$ cat src/rtl/fir_16tap.sv
// 16-tap fixed-coefficient Q1.15 FIR, fully pipelined, 7-clock latency.
// FIR_SAT_EN: clamp the output to the 16-bit range, else wrap acc[30:15].
module fir_16tap (
  input  logic               clk,
  input  logic               rst,
  input  logic signed [15:0] x_in,
  output logic signed [15:0] y_out
);

  function automatic logic signed [15:0] coef(input logic [3:0] i);
    case (i)
      4'd0:    coef = 16'sd512;
      4'd1:    coef = 16'sd1024;
      4'd2:    coef = 16'sd2048;
      4'd3:    coef = 16'sd4096;
      4'd4:    coef = 16'sd8192;
      4'd5:    coef = 16'sd4096;
      4'd6:    coef = 16'sd2048;
      4'd7:    coef = 16'sd1024;
      4'd8:    coef = 16'sd512;
      4'd9:    coef = 16'sd256;
      4'd10:   coef = 16'sd128;
      4'd11:   coef = 16'sd64;
      4'd12:   coef = 16'sd32;
      4'd13:   coef = 16'sd16;
      4'd14:   coef = 16'sd8;
      default: coef = 16'sd4;
    endcase
  endfunction

  logic signed [15:0] x_reg;
  logic signed [15:0] d  [16];
  logic signed [31:0] p  [16];
  logic signed [32:0] t1 [8];
  logic signed [33:0] t2 [4];
  logic signed [34:0] t3 [2];
  logic signed [35:0] acc;
  logic signed [15:0] y_next;

  // Input register and delay line
  always_ff @(posedge clk) begin
    if (rst) begin
      x_reg <= '0;
      for (int i = 0; i < 16; i++) d[i] <= '0;
    end else begin
      x_reg <= x_in;
      d[0]  <= x_reg;
      for (int i = 1; i < 16; i++) d[i] <= d[i-1];
    end
  end

  // Registered full-width tap products
  always_ff @(posedge clk) begin
    if (rst) begin
      for (int i = 0; i < 16; i++) p[i] <= '0;
    end else begin
      for (int i = 0; i < 16; i++)
        p[i] <= 32'(d[i]) * 32'(coef(4'(i)));
    end
  end

  // Adder tree, one registered level per halving
  always_ff @(posedge clk) begin
    if (rst) begin
      for (int i = 0; i < 8; i++) t1[i] <= '0;
      for (int i = 0; i < 4; i++) t2[i] <= '0;
      for (int i = 0; i < 2; i++) t3[i] <= '0;
      acc <= '0;
    end else begin
      for (int i = 0; i < 8; i++)
        t1[i] <= 33'(p[2*i]) + 33'(p[2*i+1]);
      for (int i = 0; i < 4; i++)
        t2[i] <= 34'(t1[2*i]) + 34'(t1[2*i+1]);
      for (int i = 0; i < 2; i++)
        t3[i] <= 35'(t2[2*i]) + 35'(t2[2*i+1]);
      acc <= 36'(t3[0]) + 36'(t3[1]);
    end
  end

`ifdef FIR_SAT_EN
  logic signed [35:0] sh;

  // Floor-shift back to Q1.15 and clamp
  always_comb begin
    sh = acc >>> 15;
    if (sh > 36'sd32767)
      y_next = 16'sh7FFF;
    else if (sh < -36'sd32768)
      y_next = 16'sh8000;
    else
      y_next = sh[15:0];
  end
`else
  // Floor-shift back to Q1.15, wrapping
  always_comb begin
    y_next = 16'(acc >>> 15);
  end
`endif

  // Output register
  always_ff @(posedge clk) begin
    if (rst) y_out <= '0;
    else     y_out <= y_next;
  end

endmodule

$ cat config.mk
export PLATFORM = sky130hd
export DESIGN_NAME = fir_16tap
export DESIGN_NICKNAME = d
export VERILOG_FILES = /design/src/rtl/fir_16tap.sv
export SDC_FILE = /design/constraint.sdc
export NUM_CORES = 1
export LEC_CHECK = 0
export ABC_AREA = 1
export BUFFER_PORTS_ARGS = -buffer_cell sky130_fd_sc_hd__buf_2
export CAP_MARGIN = 20
export CORE_MARGIN = 5
export CORE_UTILIZATION = 25
export DETAILED_ROUTE_END_ITERATION = 12
export SYNTH_ARGS = -nofsm -noshare
export SYNTH_HDL_FRONTEND = slang
export SYNTH_SLANG_ARGS = --single-unit
$ cat constraint.sdc
create_clock -name clk -period 2.4 [get_ports clk]
set_input_delay 0.36 -clock clk [delete_from_list [all_inputs] [get_ports clk]]
set_output_delay 0.36 -clock clk [all_outputs]
set_load 0.005 [all_outputs]
Word-level counts from Yosys, hierarchy flattened
Memories as Yosys holds them, arrays and structs flattened.
Cells that the tools add are included.
{"block": "classes", "n_bitwise": 46, "mul": 16, "addsub": 15, "muxes": 61}
{"op": "$mul A16 B16 Y32", "count": 16}
{"op": "$mux W32", "count": 16}
{"op": "$mux W16", "count": 28}
{"op": "$add A32 B32 Y33", "count": 8}
{"op": "$mux W33", "count": 8}
{"op": "$add A33 B33 Y34", "count": 4}
{"op": "$mux W34", "count": 4}
{"op": "$add A34 B34 Y35", "count": 2}
{"op": "$mux W35", "count": 2}
{"op": "$or A1 B1 Y1", "count": 46}
{"op": "$add A31 B31 Y31", "count": 1}
{"op": "$mux W1", "count": 3}
{"block": "totals", "output_inout_bits": 16, "elab_cells": 146, "regBits": 63, "mem_bits_rw": 1238, "n_memories": 5}
{"name": "p", "depth": 16, "word_bits": 32, "rd": 16, "rd_ports_with_merged_regs": 0, "wr": 16, "line": "33", "source": "logic signed [31:0] p [16];"}
{"name": "t1", "depth": 8, "word_bits": 33, "rd": 8, "rd_ports_with_merged_regs": 0, "wr": 8, "line": "34", "source": "logic signed [32:0] t1 [8];"}
{"name": "d", "depth": 16, "word_bits": 16, "rd": 16, "rd_ports_with_merged_regs": 0, "wr": 16, "line": "32", "source": "logic signed [15:0] d [16];"}
{"name": "t2", "depth": 4, "word_bits": 34, "rd": 4, "rd_ports_with_merged_regs": 0, "wr": 4, "line": "35", "source": "logic signed [33:0] t2 [4];"}
{"name": "t3", "depth": 2, "word_bits": 35, "rd": 2, "rd_ports_with_merged_regs": 0, "wr": 2, "line": "36", "source": "logic signed [34:0] t3 [2];"}

Longest topological paths before layout
{"block": "depth", "word_depth": 3, "mapped_depth": 14, "ltp_nobuf": 14}

Worst setup path before layout
Ideal clock, no wire load.
{"block": "synth_timing", "path_type": "flip-flop to flip-flop", "from": "memory p[10][7] (netlist: p[0][327])", "to": "memory t1[5][21] (netlist: t1[1][54])", "period_less_slack_ns": 1.748, "arrival_ns": 1.635, "setup_ns": 0.113, "path_buffers": 0, "path_stages_with_launch": 11, "path_slack_ns": 0.652, "required_ns": 2.287, "path_cell_list": "dfxtp_1 > ha_1 > inv_1 > fa_1 > nand3b_1 > nand2_1 > a21boi_2 > o21ai_0 > nand2_1 > nand2_1 > nor2_1"}
{"element": "from (decl)", "line": "33"}
{"element": "to (decl)", "line": "34"}

==> metrics.txt <==
status=completed; Vias per Instance=4.19; critical path class=register to register; Crit path arrival time=2550 ps; vias in the first global route=26,500; Synth top area share=0.389; core area=about 130,000 sq um; Die H=370 um; die extent in x=370 um; critical path's largest stage delay=530 ps; Skew-Pair Late Insertion Delay=roughly 640 ps; Max Clk Rate=between 400 and 500 MHz; multi-input combinational cell area=16,400 sq um; crit-path cells=ha_1, fa_1, nand2_1, nand3_1, nand2_1, o21bai_2, nand3_1, a21oi_1, nor2_1; # Max-Cap Violations=0; synth unique cells=43; Hold Path Class=register to register; CP top delay family=adder cells; port bufs=33; crit-path max FO=4; pre-CTS setup slack=414 ps; Core Util, Final=0.288; post-CTS setup buffer count=0; Worst Path Required=2910 ps; Reg clk slew, reported paths=60 ps; GRT overflow=0; Tightest Pin Transition=648 ps; DP HPWL=64,000 um; Final Cycle Share=0.851; Top reg by flops=p; YS warnings=0; DR pass1 iterations=5; relative max-transition margin=0.568; antenna violations before repair=1; Mapped Cells=4,745; dominant synthesized flop cell=dfxtp_1; area delta synth->final=14.7%; Startpoint Class=register; RSZ-0062 raised after global routing=false; Synth Net Count=5,049; Pins Over Slew Limit=0; GPL Wtd Cong=0.886; # setup viols final=0; H-tree depth=3; flops & latches, synth=629; Worst Min Path Start=x_reg[2]; final worst setup slack=between 300 and 400 ps; Final TNS setup=0 ps; register area=12,600 sq um; fillcell total=14,100; Routed Antenna Nets=0; # clock sinks=~630; gr usage total=0.119; Leak=around 18 nW; biggest regs=p x253, t1 x177, t2 x92; # rows=132; hold endpoint=d[0][2]; Die ar.=between 100,000 and 150,000 sq um; VDD IR max=0.000568 V; Hold Fails Final Rpt=0; initial core utilization=0.251; skew final=about 28 ps; Buffers & Inverters on Critical Path=0; Worst Hold Depth=2; DRT Wirelength=81,800 um; Area contributors post-synth=dfxtp_1 39%, nand2_1 13%, ha_1 11%, nor2_1 9.9%, inv_1 9.3%; power per cell area=596 nW/um^2; max reg flops=253; antenna cells=0; FF-to-FF path depth=9; drt initial violations=1,511; Mean Syn Cell Area=6.82 sq um; NumNets Final=5,116; I/O pin total=34; Mapped Area=32,400 sq um; fraction of registers with async set/reset=0; DR vias=27,700; Reg-to-Reg Start=p[0][108]; largest net degree at the start of global routing=~130; Tmin final=2040 ps; CP Capture Type=register; first-pass GRT wire length=135,000 um; clk root buf=clkbuf_16; reg-to-reg endpoint=t1[0][59]; total CTS buffers=69; cell accounting for the most synthesized area=dfxtp_1; CTS tree=done; flop2flop setup slack=360 ps; DRC violations left=0; Clock Path Buffers=3; sequential element share of the synthesized area=0.389; Resized Gates After CTS=0; ratio of cells with drive above 1 in the final layout=0.0438; CP max-delay cell=dfxtp_1; Routed WL per cell=12.4 um; Post-synth EDFFs=0
-- worst register-to-register path, delay by kind of cell, from the launching register on --
| family | cells | cell delay [ps] |
|---|---|---|
| AOI/OAI and AO/OA | 2 | 370 |
| adders and majority gates | 2 | 550 |
| DFF | 1 | 530 |
| and+or+nand+nor | 5 | 480 |
-- power breakdown --
group	internal [mW]	leakage (nW)	switching, mW	total (mW)
logic	0.151	11.3	0.316	0.467
clock network	6.70	1.16	4.41	11.1
registers	10.5	5.08	0.0336	10.5
total	17.4	17.5	4.75	22.1
-- timing repair --
item | 4_1_cts | 5_1_grt
hold endpoints to repair | 17 | 0
hold buffers | 17 | 0
setup endpoints to repair | 0 | 0
-- cells in the mapped netlist (5+ instances only) --
library cell,number
a21o_1,17
a21oi_1,434
and2_1,6
buf_2,52
clkbuf_1,13
dfxtp_1,629
fa_1,12
ha_1,274
inv_1,801
inv_2,5
nand2_1,1105
nand2_2,16
nand3_1,185
nand3_2,5
nand3b_1,9
nand4_1,12
nor2_1,850
nor2_2,11
nor3_1,20
nor4_1,8
o21a_1,17
o21ai_0,180
o21ai_1,13
o21ai_2,5
o21bai_1,27
xnor2_1,10
-- logic make-up (layout without fill, tap and decap cells) --
kind of cell	after synthesis	after routing	share of synthesized area
AND/OR/NAND/NOR	2241	2241	0.276
XOR/XNOR	12	12	0.00325
AO/OA/AOI/OAI	701	701	0.115
adder cells (fa/ha/maj)	286	286	0.113
flip-flops	629	629	0.389
buffers and inverters	876	995	0.104
-- area by class of cell --
class                      instances  share of cell area
multi-input combinational       3240               0.442
sequential                       629               0.339
inverter                         806              0.0817
tap                             1742              0.0587
clock buffer                      90              0.0513
timing repair buffer              66              0.0146
clock inverter                    33              0.0123
-- worst max path at each step --
stage / start / end / slack [ps] / cells after the start
after floorplan: p[0][327] / t1[1][54] / 650 / 10
after global placement: p[0][108] / t1[0][59] / 410 / 9
after detailed placement: p[0][451] / t1[1][122] / 410 / 12
after CTS: p[0][108] / t1[0][59] / 380 / 9
after global routing: p[0][108] / t1[0][59] / 140 / 10
final: p[0][108] / t1[0][59] / 360 / 9
-- placed cells by master, fill, tap and decap left out, types with 20 or more instances in the layout --
master	n
clkbuf_16	69
o21bai_1	27
o21ai_0	180
nand3_1	185
buf_2	32
ha_1	274
nor2_1	850
nor3_1	20
a21oi_1	434
nand2_1	1105
inv_1	801
dfxtp_1	629
-- routing by layer --
layer	part of all wire	global-route usage	up-vias
met1	0.48	0.157	12200
met4	0.024	0.0324	0
li1	-	-	14900
met3	0.039	0.0204	112
met5	0	0	-
met2	0.45	0.202	418
-- stage by stage --
stage | total power, mW | hold WS, ps | cell area [sq um] | instances
after detailed placement | 11.2 | 392 | 34600 | 6466
final | 22.1 | 398 | 37100 | 6606
after global placement | 11.2 | 394 | 34600 | 6466
after global routing | 23.0 | 410 | 37100 | 6606
after CTS | 22.5 | 401 | 37100 | 6606
after floorplan | 11.1 | 388 | 32400 | 4745
No activity file was read; power rests on OpenSTA's default activity.
